## config.mk

```make
export PLATFORM = sky130hd
export DESIGN_NAME = network_sequencer
export DESIGN_NICKNAME = d
export VERILOG_FILES = /design/src/rtl/network_seq_pkg.sv /design/src/rtl/spike_counter.sv /design/src/rtl/network_sequencer.sv
export SDC_FILE = /design/constraint.sdc
export NUM_CORES = 1
export LEC_CHECK = 0
export CORE_MARGIN = 2
export CORE_UTILIZATION = 30
export CTS_CLUSTER_DIAMETER = 60
export DETAILED_ROUTE_END_ITERATION = 16
export GPL_ROUTABILITY_DRIVEN = 0
export PLACE_DENSITY = 0.62
export SYNTH_ARGS = -nofsm -noshare
export SYNTH_HDL_FRONTEND = slang
export SYNTH_SLANG_ARGS = --single-unit
```

## constraint.sdc

```tcl
create_clock -name clk -period 3.8 [get_ports clk]
set_input_delay 0.38 -clock clk [delete_from_list [all_inputs] [get_ports clk]]
set_output_delay 0.38 -clock clk [all_outputs]
set_load 0.05 [all_outputs]
```

## src/rtl/network_seq_pkg.sv

```systemverilog
// Shared types and helpers for the frame-level network sequencer.
// Holds the sequencer state encoding and the phase-counter width rule.
package network_seq_pkg;

  typedef enum logic [1:0] {
    IDLE,
    FLUSH,
    RUN,
    DONE
  } seq_state_t;

  // Wide enough to hold the longer of the flush and run phases.
  function automatic int phase_width(input int window, input int flush);
    return $clog2(((window > flush) ? window : flush) + 1);
  endfunction

endpackage

```

## src/rtl/spike_counter.sv

```systemverilog
// Rising-edge detector on the network spike line feeding a saturating counter.
// count is combinational and already includes the current cycle's edge.
module spike_counter #(
  parameter int CNT_W = 16
) (
  input  logic             clk,
  input  logic             rst,
  input  logic             clr,
  input  logic             en,
  input  logic             spike,
  output logic [CNT_W-1:0] count
);

  logic             spike_prev;
  logic [CNT_W-1:0] cnt_q;
  logic             rise;

  assign rise  = en && spike && !spike_prev;
  assign count = (rise && (cnt_q != '1)) ? cnt_q + 1'b1 : cnt_q;

  always_ff @(posedge clk) begin
    if (rst || clr) begin
      cnt_q      <= '0;
      spike_prev <= 1'b0;
    end else if (en) begin
      cnt_q      <= count;
      spike_prev <= spike;
    end
  end

endmodule

```

## src/rtl/network_sequencer.sv

```systemverilog
// Frame controller: accepts a pixel vector, flushes the network in reset,
// runs it for a fixed window while counting spikes, then returns one result.
module network_sequencer #(
  parameter int HEIGHT = 7,
  parameter int BAL_W  = 11,
  parameter int WINDOW = 14336,
  parameter int FLUSH  = 7,
  parameter int THRESH = 4,
  parameter int CNT_W  = 16
) (
  input  logic              clk,
  input  logic              rst,
  input  logic              in_valid,
  output logic              in_ready,
  input  logic [HEIGHT-1:0] in_pixels,
  input  logic              abort,
  output logic              net_rst_n,
  output logic [HEIGHT-1:0] net_pixels,
  input  logic              net_spike,
  input  logic [BAL_W-1:0]  net_balance,
  output logic              res_valid,
  input  logic              res_ready,
  output logic [CNT_W-1:0]  res_count,
  output logic [BAL_W-1:0]  res_balance,
  output logic              res_fire,
  output logic              busy
);

  import network_seq_pkg::*;

  // The FLUSH parameter shadows the package literal, so alias the state.
  localparam seq_state_t ST_FLUSH = network_seq_pkg::FLUSH;
  localparam int PH_W = phase_width(WINDOW, FLUSH);

  seq_state_t       state, state_next;
  logic [PH_W-1:0]  phase;
  logic             phase_done;
  logic             last_run;
  logic [CNT_W-1:0] spike_count;

  assign phase_done = (phase == '0);
  assign last_run   = (state == RUN) && phase_done && !abort;

  assign in_ready  = (state == IDLE);
  assign busy      = (state != IDLE);
  assign net_rst_n = (state == RUN);
  assign res_valid = (state == DONE);

  always_ff @(posedge clk) begin
    if (rst) state <= IDLE;
    else     state <= state_next;
  end

  always_comb begin
    state_next = state;
    unique case (state)
      IDLE:     if (in_valid) state_next = ST_FLUSH;
      ST_FLUSH: if (abort) state_next = IDLE;
                else if (phase_done) state_next = RUN;
      RUN:      if (abort) state_next = IDLE;
                else if (phase_done) state_next = DONE;
      DONE:     if (abort || res_ready) state_next = IDLE;
      default:  state_next = IDLE;
    endcase
  end

  // Phase counts down to zero and reloads whenever the state changes.
  always_ff @(posedge clk) begin
    if (rst) begin
      phase <= '0;
    end else if (state_next != state) begin
      phase <= (state_next == RUN) ? PH_W'(WINDOW - 1) : PH_W'(FLUSH - 1);
    end else if (!phase_done) begin
      phase <= phase - 1'b1;
    end
  end

  always_ff @(posedge clk) begin
    if (rst) begin
      net_pixels  <= '0;
      res_count   <= '0;
      res_balance <= '0;
      res_fire    <= 1'b0;
    end else begin
      if (state == IDLE && in_valid) net_pixels <= in_pixels;
      if (last_run) begin
        res_count   <= spike_count;
        res_balance <= net_balance;
        res_fire    <= (32'(spike_count) >= 32'(THRESH));
      end
    end
  end

  // Held cleared outside RUN, so every window starts with a fresh count.
  spike_counter #(
    .CNT_W(CNT_W)
  ) u_spike_counter (
    .clk  (clk),
    .rst  (rst),
    .clr  (state != RUN),
    .en   (state == RUN),
    .spike(net_spike),
    .count(spike_count)
  );

endmodule

```

* After elaboration in Yosys (flattened, before gate mapping)
Index checks and enable logic that the tools add are counted.
** Storage, ports and cells
- Output and inout port bits :: 39
- Register bits :: 68
- Logic and storage cells :: 43
- Bits in writable memories :: 0
- Bits in latches :: 0
- ROM bits :: 0
- Input bits :: 24
- Memories :: 0
** Cells by class
- Multiply operators :: 0
- $add $sub $neg :: 2
- Bitwise gates (word level) :: 0
- Equal/unequal tests :: 8
- Divide/modulo/power cells :: 0
- Muxes and demuxes :: 11
- $lt $le $gt $ge :: 1
- Shifts and indexed selects :: 0
- Reduce and logical (&&, ||, !) cells :: 13
** Operator list (count)
- $mux 14 :: 3
- $add 16x1->16 const B :: 1
- $ge 16x3->1 const B :: 1
- $mux 16 :: 1
- $ne 16x16->1 const B :: 1
- $logic_not 14->1 :: 1
- $sub 14x1->14 const B :: 1
- $mux 2 :: 6
- $pmux 2 s4 :: 1
- $eq 2x2->1 const B :: 3
- $logic_and 1x1->1 :: 6
- $eq 2x1->1 const B :: 1
- $logic_not 1->1 :: 2
- $logic_not 2->1 :: 1
- $logic_or 1x1->1 :: 2
- $ne 2x1->1 const B :: 1
- $ne 2x2->1 :: 1
- $ne 2x2->1 const B :: 1
- $reduce_bool 2->1 :: 1

* Logic depth before layout (Yosys ltp)
- Depth after elaboration :: 7
- Depth in mapped cells :: 10
- Depth with buffers taken out :: 8

* Cells and area by module
Synthesis repeated with hierarchy kept, for this count alone.
** Unflattened totals
- Cells, all modules :: 389
- Area total of the unflattened synthesis :: 3235.6 um2
** By module, submodules not included
- network_sequencer :: cells an instance 263, area each 2244.7 um2, sequential area each 1021.0 um2, times used 1
- spike_counter :: cells an instance 126, area each 991.0 um2, sequential area each 340.3 um2, times used 1

* Least setup slack after synthesis
Ideal clock, no wire load.
- Path kind :: reg-to-reg
- From :: register state[1]
- To :: register phase[10]
- Setup slack :: 1.230 ns
- Path buffers :: 1
- Library setup time :: 0.075 ns
- Arrival :: 2.495 ns
- Clock period less this slack :: 2.570 ns
- Data required time :: 3.725 ns
- Stages on the path, launching flop included :: 7
- Cells stage by stage :: dfxtp_1 buf_2 nor2_1 inv_1 o211ai_1 nand2_1 o21ai_0
** Between the ends
- Elaborated cells on any way between the ends :: 16
- Those cells by class :: eq/ne (6); mux (9); reduce/logical (1)
** RTL lines
- start: declaration :: line network_sequencer.sv:35 : seq_state_t state, state_next;
- start signal: assignment :: line network_sequencer.sv:51 : else state <= state_next;
- $logic_not 2->1 *
- net in_ready :: line network_sequencer.sv:14 : output logic in_ready,
- $pmux 2 s4 * :: line network_sequencer.sv:56 : unique case (state)
- $eq 2x2->1 :: line network_sequencer.sv:72 : phase <= (state_next == RUN) ? PH_W'(WINDOW - 1) : PH_W'(FLUSH - 1);
- $mux 14 :: line network_sequencer.sv:72
- $mux 14 :: line network_sequencer.sv:71 : end else if (state_next != state) begin
- end signal: assignment :: line network_sequencer.sv:72
- end signal: assignment :: line network_sequencer.sv:74 : phase <= phase - 1'b1;
- end: declaration :: line network_sequencer.sv:36 : logic [PH_W-1:0] phase;
The timed path passes the listed nets; every way through them passes the cells marked *.
A chain may end at the register's enable or synchronous reset.

* Final worst setup path
- From :: register phase[0]
- To :: register res_fire
** Between the ends
- Cells in the longest elaborated chain, start to end :: 3
** RTL lines
- $logic_not 14->1 :: line network_sequencer.sv:41 : assign phase_done = (phase == '0);
- $logic_and 1x1->1 (2 in series) :: line network_sequencer.sv:42 : assign last_run = (state == RUN) && phase_done && !abort;
- end signal: assignment :: line network_sequencer.sv:89 : res_fire <= (32'(spike_count) >= 32'(THRESH));
- end: declaration :: line network_sequencer.sv:25 : output logic res_fire,
Every way passes these cells.

==> reports/results.tsv <==
metric	value	unit
worst_pin_slew	902	ps
cts_resized	0	
cts-root-buf	clkbuf_8	
finalCritPeriodShare	65.1	%
syn_to_final_growth	30.7	%
ir_drop	0.000264	V
seqCellArea	0.00136	mm^2
hold_viol_final	0	
ys_types	51	
mostFrequentLayoutCell	dfxtp_1	
cts_max_level	3	
postLayoutCellArea	0.00404	mm^2
syn_nets	393	
cts_buffers	9	
wl_per_cell	13.0	um
firstDrtPassIters	4	
clk_pin_slew	80	ps
cp-start-kind	register	
grt_max_degree	42	
finalSetupTns	0	ps
drt_wl_total	7.26	mm
dp_hpwl	5.13	mm
fin_cells	560	
p_leak	1.37	nW
hold_slack	456	ps
power.density	546	mW/mm^2
timing.fmax	404	MHz
placed_area	0.00379	mm^2
critPathKind	reg2reg	
grt_pass1_wl	12.1	mm
finalPower	2.20	mW
slew_violations	0	
cp.required	4040	ps
rsz0062_at_grt	no	
core_area	0.0101	mm^2
diodes	0	
fin_util	39.8	%
multi_input_area	0.00158	mm^2
ys_ff_latch	68	
finalSetupViolCount	0	
hp-start	res_balance[9]	
crit_arrival	2710	ps
grt_pass1_vias	2555	
drc	0	
num_rows	37	
cp-end-kind	register	
min_period	2480	ps
fin_skew	14.1	ps
synth_edf_count	0	
cts_sinks	68	
yosysSeqAreaShare	44.1	%
antenna_found_initial	0	
grtUsageTotal	13.5	%
synth.avg_cell_area	8.41	um^2
tritoncts	built	
hold_class	reg2reg	
clock_latency	360	ps
postCtsSetupBuffers	0	
postCtsHoldBufs	0	
status	complete, no violations	
place_ws	1320	ps
clk_path_buf_depth	2	
antenna_left	0	
yosysWarnings	0	
die_y	105	um
drt_iter0_markers	106	
synth_area	0.00309	mm^2
drive_gt1_share	7.78	%
r2r_start	phase[0]	
grt.overflow.total	0	
num_vias	2664	
fillers	997	
drv_cap	0	
synthFlopType	dfxtp_1	
syn_inst	367	
ioPinCount	63	
finish.net_count	445	
io_buffers	62	
maxSlewHeadroom	39.7	%
chipWidth	105	um
dp_cells	544	
crit_fanout	41	
layout_common_cells	dfxtp_1 (68), clkdlybuf4s50_1 (62), nand2_1 (59), nor2_1 (41), a21oi_1 (24)	
crit_start	phase[0]	
synthArstFlopShare	0	%
initial_core_util	30.4	%
die_area	0.0111	mm^2
vias_per_cell	4.76	
fin_ws	1320	ps
## routing by layer
| layer | wire [um] | global-route usage, % | vias up |
|---|---|---|---|
| met3 | 267 | 3.22 | 12 |
| met1 | 3300 | 16.7 | 1235 |
| met4 | 136 | 5.43 | 0 |
| met5 | 0 | 0 | - |
| li1 | - | - | 1363 |
| met2 | 3560 | 22.7 | 54 |
## power by group
group	internal [mW]	switching, mW	total, mW	leakage [nW]
Clock	0.440	0.298	0.738	0.120
Combinational	0.259	0.339	0.598	0.697
Sequential	0.790	0.0765	0.866	0.551
Total	1.49	0.713	2.20	1.37
## cell type report
class,count,area share (%)
inverter,9,0.837
clock buffer,9,3.07
sequential,68,33.7
clock inverter,7,3.07
timing repair buffer,65,15.9
tap,136,4.22
multi-input combinational,266,39.1
## worst paths after layout
kind | endpoint | slack [ps] | depth (start not counted)
setup / recovery | res_fire | 1320 | 9
hold / removal | res_balance[9] | 460 | 2
setup reg to reg | res_fire | 1320 | 9
hold reg to reg | res_balance[9] | 460 | 2
## state kept, by name (all words and copies together) (netlist names)
| register | count |
|---|---|
| res_count | 16 |
| u_spike_counter.cnt_q | 16 |
| phase | 14 |
| res_balance | 11 |
| net_pixels | 7 |
| state | 2 |
| res_fire | 1 |
| u_spike_counter.spike_prev | 1 |
## worst max-delay path, stage by stage (launching register included)
cell,delay [ps]
dfxtp_1,340
inv_1,120
ha_1,250
nor3b_1,270
nand4_1,200
nor3_2,150
buf_4,390
nand2_1,130
a2111oi_2,370
a31oi_1,120
## synthesized netlist by cell type (3+ instances only)
cell type	number	share of area, %
dfxtp_1	68	44
nand2_1	59	7.2
nor2_1	41	5.0
a21oi_1	24	3.9
a211oi_1	15	3.6
o21ai_0	15	2.4
xnor2_1	14	4.0
xor2_1	14	4.0
clkbuf_1	13	1.6
inv_1	8	0.97
nand3_1	8	1.3
nand4_1	8	1.6
and2_1	5	1.0
buf_2	5	0.81
mux2i_1	5	1.6
nor3_1	5	0.81
nand2b_1	4	0.81
nor2b_1	4	0.81
a31oi_1	3	0.61
and3_1	3	0.61
buf_4	3	0.73
o31a_1	3	0.85
## logic make-up (layout without fill, tap and decap cells)
| kind of cell | after synthesis | count (layout) | share of synthesized area (%) |
|---|---|---|---|
| muxes | 7 | 7 | 2.47 |
| adders and majority gates | 2 | 2 | 0.811 |
| xor gates and xnor gates | 28 | 28 | 7.95 |
| buffers and inverters | 33 | 90 | 4.90 |
| DFF | 68 | 68 | 44.1 |
| AOI/OAI and AO/OA | 72 | 72 | 15.4 |
| and+or+nand+nor | 157 | 157 | 24.4 |
No activity file was read; power rests on OpenSTA's default activity.
